===== config.mk =====
export PLATFORM = sky130hd
export DESIGN_NAME = pam_frame_receiver
export DESIGN_NICKNAME = d
export VERILOG_FILES = /design/src/rtl/pam_rx_pkg.sv /design/src/rtl/pam_rx_edge.sv /design/src/rtl/pam_frame_receiver.sv
export SDC_FILE = /design/constraint.sdc
export NUM_CORES = 1
export LEC_CHECK = 0
export CAP_MARGIN = 5
export CORE_ASPECT_RATIO = 1.4
export CORE_MARGIN = 2
export CORE_UTILIZATION = 35
export CTS_BUF_LIST = sky130_fd_sc_hd__clkbuf_4 sky130_fd_sc_hd__clkbuf_8
export DETAILED_ROUTE_END_ITERATION = 12
export GPL_TIMING_DRIVEN = 0
export PLACE_DENSITY_LB_ADDON = 0.15
export SETUP_SLACK_MARGIN = 0.3
export SLEW_MARGIN = 20
export SYNTH_ARGS = -nofsm -noshare
export SYNTH_HDL_FRONTEND = slang
export SYNTH_SLANG_ARGS = --single-unit

===== constraint.sdc =====
create_clock -name clk_i -period 1.9 [get_ports clk_i]
set_clock_uncertainty 0.2 [all_clocks]
set_input_delay 0.57 -clock clk_i [delete_from_list [all_inputs] [get_ports clk_i]]
set_output_delay 0.57 -clock clk_i [all_outputs]
set_load 0.03 [all_outputs]

===== src/rtl/pam_rx_pkg.sv =====
// Shared definitions for the PAM frame receiver: FSM state encoding and default sizing.
package pam_rx_pkg;

    localparam int unsigned DATA_LENGTH_DEF  = 24;
    localparam int unsigned TIMEOUT_CLKS_DEF = 64;

    typedef enum logic [1:0] {
        ST_IDLE      = 2'd0,
        ST_SHIFT     = 2'd1,
        ST_DONE      = 2'd2,
        ST_WAIT_HIGH = 2'd3
    } rx_state_e;

endpackage


===== src/rtl/pam_rx_edge.sv =====
// Input conditioning for the PAM frame receiver: optional 2-flop synchronizer
// (PAM_RX_SYNC_INPUTS_EN), delayed copies and fall/rise strobes for bclk and nsync.
module pam_rx_edge (
    input  logic clk_i,
    input  logic rst_ni,
    input  logic bclk_i,
    input  logic nsync_i,
    input  logic sdata_i,
    output logic bclk_fall_o,
    output logic nsync_fall_o,
    output logic nsync_rise_o,
    output logic nsync_o,
    output logic sdata_o
);

    logic bclk_s;
    logic nsync_s;
    logic sdata_s;

`ifdef PAM_RX_SYNC_INPUTS_EN
    logic [1:0] bclk_sync_q;
    logic [1:0] nsync_sync_q;
    logic [1:0] sdata_sync_q;

    always_ff @(posedge clk_i or negedge rst_ni) begin
        if (!rst_ni) begin
            bclk_sync_q  <= '0;
            nsync_sync_q <= '0;
            sdata_sync_q <= '0;
        end else begin
            bclk_sync_q  <= {bclk_sync_q[0], bclk_i};
            nsync_sync_q <= {nsync_sync_q[0], nsync_i};
            sdata_sync_q <= {sdata_sync_q[0], sdata_i};
        end
    end

    assign bclk_s  = bclk_sync_q[1];
    assign nsync_s = nsync_sync_q[1];
    assign sdata_s = sdata_sync_q[1];
`else
    assign bclk_s  = bclk_i;
    assign nsync_s = nsync_i;
    assign sdata_s = sdata_i;
`endif

    // Delayed copies reset low so an nsync held low through reset release never looks like a fall.
    logic bclk_prev_q;
    logic nsync_prev_q;

    always_ff @(posedge clk_i or negedge rst_ni) begin
        if (!rst_ni) begin
            bclk_prev_q  <= 1'b0;
            nsync_prev_q <= 1'b0;
        end else begin
            bclk_prev_q  <= bclk_s;
            nsync_prev_q <= nsync_s;
        end
    end

    assign bclk_fall_o  = bclk_prev_q & ~bclk_s;
    assign nsync_fall_o = nsync_prev_q & ~nsync_s;
    assign nsync_rise_o = ~nsync_prev_q & nsync_s;
    assign nsync_o      = nsync_s;
    assign sdata_o      = sdata_s;

endmodule


===== src/rtl/pam_frame_receiver.sv =====
// Serial frame receiver (nsync/bclk/sdata -> parallel word) with short/long/stall detection.
// Define PAM_RX_SYNC_INPUTS_EN to add 2-flop input synchronizers for asynchronous sources.
//
//   state        | meaning
//   ST_IDLE      | waiting for an nsync fall
//   ST_SHIFT     | capturing bits on bclk falls, watching for nsync rise or stall
//   ST_DONE      | one-cycle settle after a frame end; a new nsync fall is taken here too
//   ST_WAIT_HIGH | frame aborted by stall, waiting for nsync high
module pam_frame_receiver
    import pam_rx_pkg::*;
#(
    parameter int unsigned DATA_LENGTH  = DATA_LENGTH_DEF,
    parameter int unsigned TIMEOUT_CLKS = TIMEOUT_CLKS_DEF
) (
    input  logic                   clk_i,
    input  logic                   rst_ni,
    input  logic                   enable_i,
    input  logic                   nsync_i,
    input  logic                   bclk_i,
    input  logic                   sdata_i,
    output logic [DATA_LENGTH-1:0] data_o,
    output logic                   valid_o,
    output logic                   frame_err_o,
    output logic                   busy_o
);

    localparam int unsigned BCNT_W = $clog2(DATA_LENGTH + 2);
    localparam int unsigned TMO_W  = $clog2(TIMEOUT_CLKS + 1);
    localparam logic [BCNT_W-1:0] BCNT_FULL = BCNT_W'(DATA_LENGTH);
    localparam logic [BCNT_W-1:0] BCNT_SAT  = BCNT_W'(DATA_LENGTH + 1);
    localparam logic [TMO_W-1:0]  TMO_LIMIT = TMO_W'(TIMEOUT_CLKS);

    logic bclk_fall;
    logic nsync_fall;
    logic nsync_rise;
    logic nsync_s;
    logic sdata_s;

    pam_rx_edge u_edge (
        .clk_i        (clk_i),
        .rst_ni       (rst_ni),
        .bclk_i       (bclk_i),
        .nsync_i      (nsync_i),
        .sdata_i      (sdata_i),
        .bclk_fall_o  (bclk_fall),
        .nsync_fall_o (nsync_fall),
        .nsync_rise_o (nsync_rise),
        .nsync_o      (nsync_s),
        .sdata_o      (sdata_s)
    );

    rx_state_e              state_q;
    logic [DATA_LENGTH-1:0] shift_q;
    logic [BCNT_W-1:0]      bcnt_q;
    logic [TMO_W-1:0]       tmo_q;
    logic [DATA_LENGTH-1:0] data_q;
    logic                   valid_q;
    logic                   err_q;

    logic [DATA_LENGTH-1:0] shift_d;
    logic [BCNT_W-1:0]      bcnt_d;
    logic [TMO_W-1:0]       tmo_d;

    // Saturating bit count keeps long frames distinguishable from exact-length ones.
    always_comb begin
        shift_d = {shift_q[DATA_LENGTH-2:0], sdata_s};
        bcnt_d  = (bcnt_q == BCNT_SAT) ? bcnt_q : bcnt_q + 1'b1;
        tmo_d   = tmo_q + 1'b1;
    end

    always_ff @(posedge clk_i or negedge rst_ni) begin
        if (!rst_ni) begin
            state_q <= ST_IDLE;
            shift_q <= '0;
            bcnt_q  <= '0;
            tmo_q   <= '0;
            data_q  <= '0;
            valid_q <= 1'b0;
            err_q   <= 1'b0;
        end else begin
            valid_q <= 1'b0;
            err_q   <= 1'b0;
            if (!enable_i) begin
                state_q <= ST_IDLE;
                bcnt_q  <= '0;
                tmo_q   <= '0;
            end else begin
                unique case (state_q)
                    ST_IDLE, ST_DONE: begin
                        if (nsync_fall) begin
                            state_q <= ST_SHIFT;
                            tmo_q   <= '0;
                            if (bclk_fall) begin
                                shift_q <= {{(DATA_LENGTH-1){1'b0}}, sdata_s};
                                bcnt_q  <= BCNT_W'(1);
                            end else begin
                                shift_q <= '0;
                                bcnt_q  <= '0;
                            end
                        end else begin
                            state_q <= ST_IDLE;
                        end
                    end
                    ST_SHIFT: begin
                        // Frame verdict is registered on the exit edge so the strobe lines up with DONE.
                        if (nsync_rise) begin
                            state_q <= ST_DONE;
                            if (bcnt_q == BCNT_FULL) begin
                                data_q  <= shift_q;
                                valid_q <= 1'b1;
                            end else begin
                                err_q <= 1'b1;
                            end
                        end else if (bclk_fall && !nsync_s) begin
                            shift_q <= shift_d;
                            bcnt_q  <= bcnt_d;
                            tmo_q   <= '0;
                        end else if (tmo_d == TMO_LIMIT) begin
                            tmo_q   <= tmo_d;
                            err_q   <= 1'b1;
                            state_q <= ST_WAIT_HIGH;
                        end else begin
                            tmo_q <= tmo_d;
                        end
                    end
                    ST_WAIT_HIGH: begin
                        if (nsync_s) begin
                            state_q <= ST_IDLE;
                        end
                    end
                    default: state_q <= ST_IDLE;
                endcase
            end
        end
    end

    assign data_o      = data_q;
    assign valid_o     = valid_q;
    assign frame_err_o = err_q;
    assign busy_o      = (state_q != ST_IDLE);

endmodule


# ---- Word level (Yosys, flattened, before mapping)
# Index checks and enable logic that the tools add are counted.
dict set report totals {
  ff_bits 66
  in_bits 6
  wordCells 79
}
dict set report op_classes {
  n_mux 34
  eq_ne 17
  bitwise 6
  reduce_logical 11
  add_sub_neg 2
}
# op n
set ops {}
lappend ops {{two-way mux 24 bit} 3}
lappend ops {{one-hot mux 24 bit (2 select lines)} 1}
lappend ops {{two-way mux 7 bit} 4}
lappend ops {{two-way mux 5 bit} 5}
lappend ops {{!= test 3 bit (second input constant)} 5}
lappend ops {{one-hot mux 7 bit (2 select lines)} 1}
lappend ops {{two-way mux 1 bit} 13}
lappend ops {{== test 5 bit (second input constant)} 2}
lappend ops {{two-way mux 2 bit} 5}
lappend ops {{one-hot mux 5 bit (2 select lines)} 1}
lappend ops {{AND reduction 5 bit} 2}
lappend ops {{!= test 4 bit (second input constant)} 2}
lappend ops {{adder 7 x 1 -> 7 bit (second input constant)} 1}
lappend ops {{== test 7 bit (second input constant)} 1}
lappend ops {{!= test 2 bit (second input constant)} 3}
lappend ops {{one-hot mux 2 bit (3 select lines)} 1}
lappend ops {{AND reduction 3 bit} 2}
lappend ops {{adder 5 x 1 -> 5 bit (second input constant)} 1}
lappend ops {{== test 2 bit (second input constant)} 2}
lappend ops {{AND reduction 4 bit} 1}
lappend ops {{nonzero test 2 bit} 2}
lappend ops {{bitwise AND 1 bit} 3}
lappend ops {{!= test 3 x 1 -> 1 bit (second input constant)} 1}
lappend ops {{inverter 1 bit} 3}
lappend ops {{other kinds (5)} 5}

# ---- Longest topological paths before layout
# Gate-level depths: netlist of run 1.
dict set report depth {
  word_depth 7
  depth_mapped 6
  depth_no_buf 5
}

# ---- Hierarchy
# A second synthesis of run 1 with hierarchy kept.
dict set report hier_totals {
  hier_cells 258
  area_unflattened_um2 3011.6
}
# mod n_inst cells_per_inst area_per_inst_um2
set modules_own_cells {}
lappend modules_own_cells {pam_frame_receiver 1 251 2925.3}
lappend modules_own_cells {pam_rx_edge 1 7 86.3}

# ---- Worst setup path before layout of run 1
# No wires, ideal clock.
dict set report synth_timing {
  path_type {input -> register}
  startpoint {input port enable_i}
  endpoint {register data_q[10] (netlist: data_o[10])}
  arrival_time_ps 1672
  required_ps 1575
  path_stages 4
  slack_ps -97
  setup_time_ps 125
  n_path_buf 1
  path_cell_list {nand3b_1 nor4b_4 buf_6 mux2_2}
}
dict set report synth_via {
  elab_chain_len 1
}
# item line_no
set synth_rtl {}
lappend synth_rtl {{start, declared} pam_frame_receiver.sv:17} ;# input logic enable_i,
lappend synth_rtl {{AND reduction 4 bit (no line)} --}
lappend synth_rtl {{end signal, assigned} pam_frame_receiver.sv:109} ;# data_q <= shift_q;
lappend synth_rtl {{end, declared} pam_frame_receiver.sv:56} ;# logic [DATA_LENGTH-1:0] data_q;
# No other way between the ends.
# A chain may end at the register's enable or synchronous reset.

# ---- Worst setup path after layout of run 1
dict set report layout_timing {
  startpoint {register bcnt_q[2]}
  endpoint {register data_q[17] (netlist: data_o[17])}
}
dict set report layout_via {
  elab_chain_len 2
}
# item line_no
set layout_rtl {}
lappend layout_rtl {{start, declared} pam_frame_receiver.sv:54} ;# logic [BCNT_W-1:0] bcnt_q;
lappend layout_rtl {{start signal, assigned} pam_frame_receiver.sv:116} ;# bcnt_q <= bcnt_d;
lappend layout_rtl {{== test 5 bit} pam_frame_receiver.sv:108} ;# if (bcnt_q == BCNT_FULL) begin
lappend layout_rtl {{AND reduction 4 bit (no line)} --}
# No other way between the ends.

==> results.toml, run 1 <==
[drt]
drt-pass1-iter-count = 4
route.detailed.vias_per_inst = 5.13
postRouteAntennaNets = 0
drcViolationCount = 0
routed_wire_length_per_instance_um = 15.8
route.vias.total = 2153
drt_first_iter_violations = 110
wl_final_um = 6620

[placed_design]
gp_congestion = 0.749
io_buffer_count = 32
post-dp-hpwl_um = 3600
post-place-ws_ns = -1.04

[global_routing]
grt_pass1_vias = 2128
track_usage_pct = 16.0
overflow = 0
grt_pass1_wl_um = 10500
grt_start_max_net_pins = 45
grt_antenna_before_repair = 0

[yosys]
synth-seq-area-share_pct = 59.7
synth_cells = 208
yosysWarningCount = 0
synthesis.area_per_instance_um2 = 13.3
distinct_cell_type_count_of_the_synthesized_netlist = 39
synth-edff-count = 0
postSynth.topFlopCell = "sky130_fd_sc_hd__dfrtp_1"
synth.ff_latch_count = 66
synth_area_um2 = 2770
synth_nets = 218
fraction_of_registers_with_async_set_or_reset_after_synthesis_pct = 100

[clock_tree]
clk_transition_reported_paths_ns = 0.08
clock_sink_count = 66
cts_tree = "built"
cts_root_buf = "sky130_fd_sc_hd__clkbuf_8"
cts_buffer_depth = 2
cts_htree_levels = 3
worst_skew_pair.late_latency_ns = 0.34
clock_buffer_count_from_cts = 9

[timing]
post-route-worst-setup-slack_ns = -0.0389
post_route_hold_slack_ns = 0.202
timing.slew.headroom_pct = 72.5
max_slew.worst_pin.slew_ns = 0.411
final-hold-violation-count = 0
post-route-period-util_pct = 102
grt_setup_unrepaired = "true"
timing_max_transition_violations_final = 0
report.final.setup_viol = 25
crit_path_time_final_ns = 1.94
clock.fmax_ghz = 0.516

[worst_setup_path]
worstPathCellList = "and3b_2 > nand2_4 > nor4b_4 > buf_6 > clkbuf_16 > mux2_4"
critPathSlowestCell = "sky130_fd_sc_hd__dfrtp_1"
critPathArrivalTime_ns = 1.97
critPathMaxFanout = 5
critical_path.max_stage_delay_ns = 0.38
capturing_element_type_of_the_critical_path = "register"
worst-setup-path-type = "register to register"
critical_path.startpoint_type = "register"
timing.critical_path.required_ns = 1.93

[die]
chip_width_um = 79.2
core_area_um2 = 7700
die_area_um2 = 8640
num_rows = 38
initial_utilization_pct = 35.9
chipHeight_um = 109
pin_count = 33

[outcome]
outcome = "complete, but fails checks"
violations = "setup timing"

[power]
power.static_leakage_nw = 2.06
total_power_mw = 2.72
p_per_area_nw_per_um2 = 636
worst_ir_drop_vdd_mv = 0.293

[finish]
drive_above_1_share_pct = 55.9
synthToLayoutAreaGrowth_pct = 54.6
design.final.nets = 325
area_occupied_by_multi_input_gates_um2 = 1310
filler_cell_count = 650
seqCellArea_um2 = 1660
antennaDiodeCount = 0

[worst_hold_path]
hold_path_class = "input port to register"

[flow_run]
maxCapViolCount = 0
-- logic make-up after synthesis --
family,count (synthesis),share of synthesized area [%]
compound gates,59,16.6
mux,26,10.6
xor+xnor,2,0.633
simple gates,39,8.27
flops,66,59.7
fa+ha+maj,4,1.81
buf+inv,12,2.40
-- cell usage after synthesis (all sizes together), types with 2 or more instances --
library cell  instances  area, um^2
dfrtp                66        1650
a22o                 26         228
mux2                 26         293
nand2                13        48.8
o21ai                10        50.0
buf                   7        47.5
nor2                  6        22.5
inv                   5        18.8
a41oi                 4        35.0
ha                    4        50.1
a21oi                 3        15.0
a31oi                 3        18.8
a32o                  3        30.0
nor3                  3        20.0
a211oi                2        15.0
nand3                 2        10.0
nand3b                2        15.0
nand4                 2        12.5
nor2b                 2        12.5
or2                   2        12.5
or3b                  2        20.0
xor2                  2        17.5
-- power by group --
part | switching (mW) | leakage, nW | internal, mW
clock | 0.561 | 0.0885 | 0.517
sequential | 0.0133 | 0.907 | 1.42
combinational | 0.114 | 1.06 | 0.0993
-- cell usage in the layout, fill, tap and decap left out, types with 3 or more instances in the layout --
cell type and n:
sky130_fd_sc_hd__nand2_1 10, sky130_fd_sc_hd__clkinv_2 3, sky130_fd_sc_hd__o21ai_0 3, sky130_fd_sc_hd__a22o_1 26, sky130_fd_sc_hd__o21ai_1 3, sky130_fd_sc_hd__nor2_1 4, sky130_fd_sc_hd__dfrtp_2 5, sky130_fd_sc_hd__buf_6 35
sky130_fd_sc_hd__mux2_4 25, sky130_fd_sc_hd__a31oi_1 3, sky130_fd_sc_hd__clkbuf_8 10, sky130_fd_sc_hd__inv_1 3, sky130_fd_sc_hd__buf_4 55, sky130_fd_sc_hd__a32o_1 3, sky130_fd_sc_hd__buf_2 3, sky130_fd_sc_hd__o21ai_2 3
sky130_fd_sc_hd__dfrtp_1 61, sky130_fd_sc_hd__buf_8 4
-- path summary, 6_finish.rpt --
kind / slack (ns) / start / to / cells past startpoint
worst max-delay path: -0.04 / bcnt_q[2] / data_o[17] / 6
worst min-delay path: 0.20 / bclk_i / u_edge.bclk_prev_q / 1
worst max register to register: -0.04 / bcnt_q[2] / data_o[17] / 6
worst min register to register: 0.31 / bcnt_q[3] / bcnt_q[3] / 1
max in group asynchronous: 0.50 / rst_ni / tmo_q[1] / 3
min in group asynchronous: 0.47 / rst_ni / data_o[4] / 2
-- metrics by stage --
stage / area (um^2) / setup TNS [ns] / util [%] / std cells
floorplan: 2840 / -1.69 / - / 208
finish: 4280 / -0.694 / 55.6 / 420
detailed placement: 3310 / -52.87 / 42.9 / 341
CTS: 3980 / -0.124 / 51.7 / 395
global route: 4280 / -2.64 / 55.6 / 420
global placement: 3280 / -200.02 / 42.6 / 340
-- cell type report --
cell class,count,share of cell area [%]
clock buffer,11,3.39
timing repair buffer,96,21.2
tap,100,2.92
clock inverter,5,0.702
inverter,5,0.439
sequential,66,38.7
buffer,7,2.05
multi-input combinational,130,30.6
-- worst max-delay path: cells and delay by family, from the launching register on --
family / cells / cell delay, ns
AND/OR/NAND/NOR: 3 / 0.60
multiplexers: 1 / 0.29
flip-flops: 1 / 0.38
buffers and inverters: 2 / 0.35
-- what timing repair did --
action / CTS / global route
endpoints found under the hold margin: 22 / 0
gates cloned: 2 / 2
pin swaps: 13 / 15
resized for setup: 254 / 24
setup endpoints to repair: 90 / 90
setup buffers: 35 / 23
hold buffers: 1 / 0
-- flip-flops by register name, indices dropped and copies added, names as in the netlist --
name	cells
data_o	24
frame_err_o	1
u_edge.bclk_prev_q	1
state_q	2
shift_q	24
tmo_q	7
valid_o	1
bcnt_q	5
u_edge.nsync_prev_q	1
-- per-layer routing --
| layer | GRT usage (%) | wire length, um |
|---|---|---|
| met3 | 4.39 | 240 |
| met4 | 8.50 | 194 |
| met1 | 20.6 | 2900 |
| met2 | 24.4 | 3280 |
| met5 | 0 | 0 |
Power figures use the tool's default switching activity.
==> inputs of run 2 (changes only) <==
HOLD_SLACK_MARGIN = 0.05   (was not set)
==> results of run 2 <==
Same layout as run 1: the final DEF is identical, and so are final timing and power.
